### config.mk
export PLATFORM = sky130hd
export DESIGN_NAME = quad_decoder
export DESIGN_NICKNAME = d
export VERILOG_FILES = /design/src/rtl/quad_pkg.sv /design/src/rtl/quad_decoder_sync_ff.sv /design/src/rtl/quad_decoder.sv
export SDC_FILE = /design/constraint.sdc
export NUM_CORES = 1
export LEC_CHECK = 0
export ABC_AREA = 1
export CORE_MARGIN = 1
export CORE_UTILIZATION = 49
export CTS_CLUSTER_SIZE = 8
export DETAILED_ROUTE_END_ITERATION = 12
export PLACE_DENSITY = 0.75
export SLEW_MARGIN = 20
export SYNTH_ARGS = -nofsm -noshare
export SYNTH_HDL_FRONTEND = slang
export SYNTH_SLANG_ARGS = --single-unit
### constraint.sdc
create_clock -name clk -period 1.7 [get_ports clk]
set_clock_uncertainty 0.05 [all_clocks]
set_input_delay 0.34 -clock clk [delete_from_list [all_inputs] [get_ports clk]]
set_output_delay 0.34 -clock clk [all_outputs]
set_load 0.03 [all_outputs]
### src/rtl/quad_pkg.sv
// Shared encodings and transition helpers for the quadrature decoder.
package quad_pkg;
  localparam logic [1:0] S00 = 2'b00;
  localparam logic [1:0] S10 = 2'b10;
  localparam logic [1:0] S11 = 2'b11;
  localparam logic [1:0] S01 = 2'b01;

  localparam logic DIR_UP   = 1'b1;
  localparam logic DIR_DOWN = 1'b0;

  localparam int FILTER_LEN = 3;

  // Forward order is 00 -> 10 -> 11 -> 01 -> 00; reverse is the same table swapped.
  function automatic logic is_fwd(input logic [1:0] p, input logic [1:0] c);
    return (p == S00 && c == S10) || (p == S10 && c == S11) ||
           (p == S11 && c == S01) || (p == S01 && c == S00);
  endfunction
endpackage

### src/rtl/quad_decoder_sync_ff.sv
// Single-bit multi-flop synchronizer, async active-high reset to 0.
module sync_ff #(
  parameter int STAGES = 2
) (
  input  logic clk,
  input  logic reset,
  input  logic d,
  output logic q
);
  logic [STAGES-1:0] sr;

  always_ff @(posedge clk or posedge reset) begin
    if (reset) sr <= '0;
    else       sr <= {sr[STAGES-2:0], d};
  end

  assign q = sr[STAGES-1];
endmodule

### src/rtl/quad_decoder.sv
// Quadrature A/B decoder with direction, step/error strobes and wrapping count.
// Define QUAD_GLITCH_FILTER_EN to add a FILTER_LEN-cycle stability filter after the synchronizers.
module quad_decoder
  import quad_pkg::*;
#(
  parameter int WIDTH       = 4,
  parameter int SYNC_STAGES = 2
) (
  input  logic             clk,
  input  logic             reset,
  input  logic             enc_a,
  input  logic             enc_b,
  input  logic             clear,
  output logic [WIDTH-1:0] count,
  output logic             up_down,
  output logic             step,
  output logic             error
);
  logic       a_s, b_s;
  logic [1:0] sync_ab, cur_ab, prev_ab;
  logic       primed;

  sync_ff #(.STAGES(SYNC_STAGES)) u_sync_a (.clk(clk), .reset(reset), .d(enc_a), .q(a_s));
  sync_ff #(.STAGES(SYNC_STAGES)) u_sync_b (.clk(clk), .reset(reset), .d(enc_b), .q(b_s));

  assign sync_ab = {a_s, b_s};

`ifdef QUAD_GLITCH_FILTER_EN
  // cur_ab follows the synchronized pair only once the current sample and the
  // previous FILTER_LEN-1 samples agree; otherwise it holds its last value.
  logic [FILTER_LEN-2:0][1:0] hist;
  logic [1:0]                 held;
  logic                       stable;

  always_comb begin
    stable = 1'b1;
    for (int i = 0; i < FILTER_LEN-1; i++)
      if (hist[i] != sync_ab) stable = 1'b0;
    cur_ab = stable ? sync_ab : held;
  end

  always_ff @(posedge clk or posedge reset) begin
    if (reset) begin
      hist <= '0;
      held <= S00;
    end else begin
      hist <= {hist[FILTER_LEN-3:0], sync_ab};
      held <= cur_ab;
    end
  end
`else
  assign cur_ab = sync_ab;
`endif

  logic fwd, rev, bad;

  assign fwd = is_fwd(prev_ab, cur_ab);
  assign rev = is_fwd(cur_ab, prev_ab);
  assign bad = (prev_ab ^ cur_ab) == 2'b11;

  always_ff @(posedge clk or posedge reset) begin
    if (reset) begin
      count   <= '0;
      up_down <= DIR_UP;
      step    <= 1'b0;
      error   <= 1'b0;
      prev_ab <= S00;
      primed  <= 1'b0;
    end else begin
      step    <= 1'b0;
      error   <= 1'b0;
      prev_ab <= cur_ab;
      if (!primed) begin
        primed <= 1'b1;
      end else if (fwd) begin
        step    <= 1'b1;
        up_down <= DIR_UP;
        count   <= count + 1'b1;
      end else if (rev) begin
        step    <= 1'b1;
        up_down <= DIR_DOWN;
        count   <= count - 1'b1;
      end else if (bad) begin
        error   <= 1'b1;
      end
      // clear wins over the count update but leaves the strobes and direction alone
      if (clear) count <= '0;
    end
  end
endmodule

==> results of run 1 <==
-- per-layer routing --
metal  global-route usage  part of all wire
met1                0.223              0.47
met2                0.233              0.48
met3               0.0520             0.038
met4                0.129             0.012
met5                    0                 0
-- final timing paths --
path                                  endpoint  slack (ns)
worst max-delay path                   up_down        0.11
worst min register to register  u_sync_a.sr[1]        0.31
min in group asynchronous             count[1]        0.32
max in group asynchronous              up_down        0.91
worst min-delay path            u_sync_a.sr[1]        0.31
worst max register to register        count[2]        0.12
-- power breakdown --
| part | internal (mW) | switching (mW) | total, mW |
|---|---|---|---|
| logic | 0.0873 | 0.124 | 0.212 |
| registers | 0.362 | 0.0238 | 0.386 |
| clock network | 0.130 | 0.114 | 0.245 |
-- repair_timing --
item / 4_1_cts / 5_1_grt
resized for setup: 5 / 12
buffers inserted: 0 / 3
hold endpoints to repair: 0 / 0
setup endpoints to repair: 5 / 4
pin swaps: 0 / 5
gates cloned: 0 / 0
-- area by class of cell --
| type | count | area [µm²] | area share |
|---|---|---|---|
| clock buffers | 4 | 36.3 | 0.0404 |
| inverters | 12 | 47.5 | 0.0529 |
| multi-input cells | 45 | 307 | 0.341 |
| flip-flops and latches | 14 | 352 | 0.391 |
| well taps | 14 | 17.5 | 0.0195 |
| repair buffers | 15 | 139 | 0.155 |
-- sequential cells by signal (all words and copies together), names as in the netlist --
signal,cells
count,4
prev_ab,2
u_sync_a.sr,2
u_sync_b.sr,2
error,1
primed,1
step,1
up_down,1
-- layout by cell type, fill, tap and decap left out, types with 2 or more instances in the layout --
cell type,netlist,final
sky130_fd_sc_hd__nand2_2,3,3
sky130_fd_sc_hd__nor2_4,2,2
sky130_fd_sc_hd__clkdlybuf4s50_1,0,4
sky130_fd_sc_hd__dfrtp_1,13,13
sky130_fd_sc_hd__clkbuf_4,0,3
sky130_fd_sc_hd__nand2_1,20,17
sky130_fd_sc_hd__nand2_4,3,6
sky130_fd_sc_hd__inv_1,8,6
sky130_fd_sc_hd__dlygate4sd2_1,0,5
sky130_fd_sc_hd__nand3_1,5,5
sky130_fd_sc_hd__inv_2,3,5
sky130_fd_sc_hd__buf_4,0,4
sky130_fd_sc_hd__dlymetal6s2s_1,0,2
-- cell families after synthesis --
| kind of cell | synth area share |
|---|---|
| flops | 0.527 |
| other cells | 0.00562 |
| compound gates | 0.0488 |
| fa+ha+maj | 0.0375 |
| simple gates | 0.283 |
| buf+inv | 0.0713 |
| xor+xnor | 0.0263 |
-- metrics by stage --
| stage | hold slack [ns] | area (µm²) | setup WS (ns) | total power [mW] | TNS, ns |
|---|---|---|---|---|---|
| 4_1_cts | 0.310 | 832 | 0.0275 | 0.822 | 0 |
| 3_3_place_gp | 0.285 | 802 | 0.0625 | 0.585 | 0 |
| 3_5_place_dp | 0.290 | 802 | 0.0432 | 0.589 | 0 |
| 6_report | 0.307 | 898 | 0.109 | 0.842 | 0 |
| 2_1_floorplan | 0.179 | 667 | 0.125 | 0.523 | 0 |
| 5_1_grt | 0.316 | 898 | -0.0258 | 0.888 | -0.0258 |
==> results, run 1 <==
- Counting flops with a built-in enable in the synthesized netlist gives 0.
- For this run, the register share of the synthesized area comes to 0.527.
- For this run, asynchronously set or reset flops after synthesis account for 1.00.
- The run finished with clean final reports.
- For the worst setup path, the data required time is between 1 and 1.5 ns.
- The global-route wire length before repair is approximately 1.6 mm.
- The flip-flop cell with the highest count after synthesis is sky130_fd_sc_hd__dfrtp_1.
- The worst endpoint data arrival time is about 1.2 ns.
- In this run the tool buffered the top-level ports with 11 buffer cells.
- The startpoint of the lowest-slack hold path is u_sync_a.sr[0].
- Grouping stages by cell kind, the critical path spends the most delay in flip-flops.
- The remaining antenna violation count after routing is 0.
- The post-detailed-route wirelength per cell is around 11 µm.
- The most common cell in the synthesized netlist is sky130_fd_sc_hd__nand2_1.
- The floorplan step set the die height to 38.9 µm.
- The final critical delay including setup and external delays is between 1.5 and 2 ns.
- The mean cell area of the mapped netlist is between 9 and 10 µm².
- The post-layout net count is 98.
- The first-iteration detailed-routing DRC count is 7.
- Row generation in the floorplan step produced 12 rows.
- The post-detailed-placement half-perimeter wirelength is 770 µm.
- The post-route core utilization is 0.757.
- Of the cells placed in the final design, the portion with a size suffix greater than 1 is 0.322.
- Across the run, the number of max-cap violations was 0.
- The worst slew margin relative to its limit is 0.656.
- The number of flip-flops and latches in the synthesized netlist is 14.
- The routed wire length is 1.14 mm.
- In this run the critical register-to-register path is launched from prev_ab[0].
- Yosys mapped the design onto 21 distinct sky130hd cell types.
- The power density over the cells is approximately 940 nW/µm².
- The tree built by TritonCTS fans out to 14 sinks.
- Routability-driven placement finished with a final weighted congestion of roughly 0.79.
- In this run the number of cells on the critical path is 1.
- The class of the tightest hold or removal check is reg2reg.
- Pin placement for this block handled 12 I/O pins.
- The number of CTS-inserted buffers is 3.
- For this run, design rule violations remaining after detail routing come to 0.
- The TritonCTS clock tree is built.
- The maximum vdd drop is between 0.6 and 0.7 mV.
- sky130_fd_sc_hd__dfrtp_1 takes more of the synthesized area than any other cell.
- The initial core utilization is 0.562.
- The via count is a little over 500.
- The signal on the critical path passes through dlygate4sd2_1.
- At the later pin of the worst-skew pair, clock insertion delay measures around 0.28 ns.
- The worst-margin pin slew is around 0.52 ns.
- The largest net degree at the start of global routing is 15.
- Yosys attributes the largest share of cell area to sky130_fd_sc_hd__dfrtp_1 (49%), sky130_fd_sc_hd__nand2_1 (11%), sky130_fd_sc_hd__nand2_4 (5.1%).
- Of the post-synthesis cell area, the dominant cell type holds 0.488.
- After floorplanning, the core was sized to cover 1190 µm².
- The fraction of the cycle the final worst path needs is 0.936.
- The first detailed-routing pass ran for 3 iterations.
- The number of hold-slack violations in the final timing report is 0.
- The worst hold path was traced through 0 stages.
- The worst setup path is launched from a flop.
- The final cell count without fillers is around 100.
- The max-slew violation count is 0.
- The number of global-route vias before repair is approximately 400.
- Together, buffers and inverters on the worst path number 1.
- The initial antenna violation count came to 0.
- For this run the aggregate overflow at the end of global routing stands at 0.
- The leakage dissipation is about 0.5 nW.
- Setup violations remaining at the end of the flow were counted as 0.
- The number of warnings reported in the yosys synthesis log is 0.
- Static timing analysis puts the maximum clock frequency at approximately 0.63 GHz.
- Counting tap cells, the placed design contains a total of 97 instances.
- The post-synthesis cell area is 667 µm².
- In this run the number of H-tree levels came out at 1.
- Relative to the synthesized area, the layout overhead comes to 34.7%.
- The CTS clock-pin slew for the worst setup and hold paths is around 0.08 ns.
- The largest individual stage delay along the critical path comes from the cell sky130_fd_sc_hd__dfstp_2.
- STA classifies the critical path endpoint as a primary output.
- In this run the horizontal extent of the chip is 38.9 µm.
- The cell sitting at the root of the clock tree is a sky130_fd_sc_hd__clkbuf_4.
- In the routed layout, each cell is associated on average with a via count of between 4 and 5.
- The clock passes through at most 2 buffers.
- In the synthesized netlist, the cells that appear most often are sky130_fd_sc_hd__nand2_1 (20), sky130_fd_sc_hd__dfrtp_1 (13), sky130_fd_sc_hd__inv_1 (8).
- The number of standard cells after synthesis is slightly above 70.
- The largest driver fanout on the critical path is 2.
- For this run, the slowest stage of the critical path takes approximately 0.53 ns.
- In this run the worst setup path begins at up_down.
- The synthesized netlist net count is between 70 and 80.
- The area of the die is 1510 µm².
- For this design, the CTS-stage hold fixing added 0 buffers.
- The class of the most critical setup path is reg2out.
- For this run, the total global-route usage over all layers was measured as 0.172.
- The filler cell count is between 90 and 100.
- The depth of the worst register-to-register path is 11.
- 0 antenna diodes ended up in the layout.
Power figures use the tool's default switching activity.
==> inputs of run 2 (changes only) <==
- SLEW_MARGIN: 20 -> not set
==> results of run 2 <==
The final DEF is identical to that of run 1; final timing and power are the same.
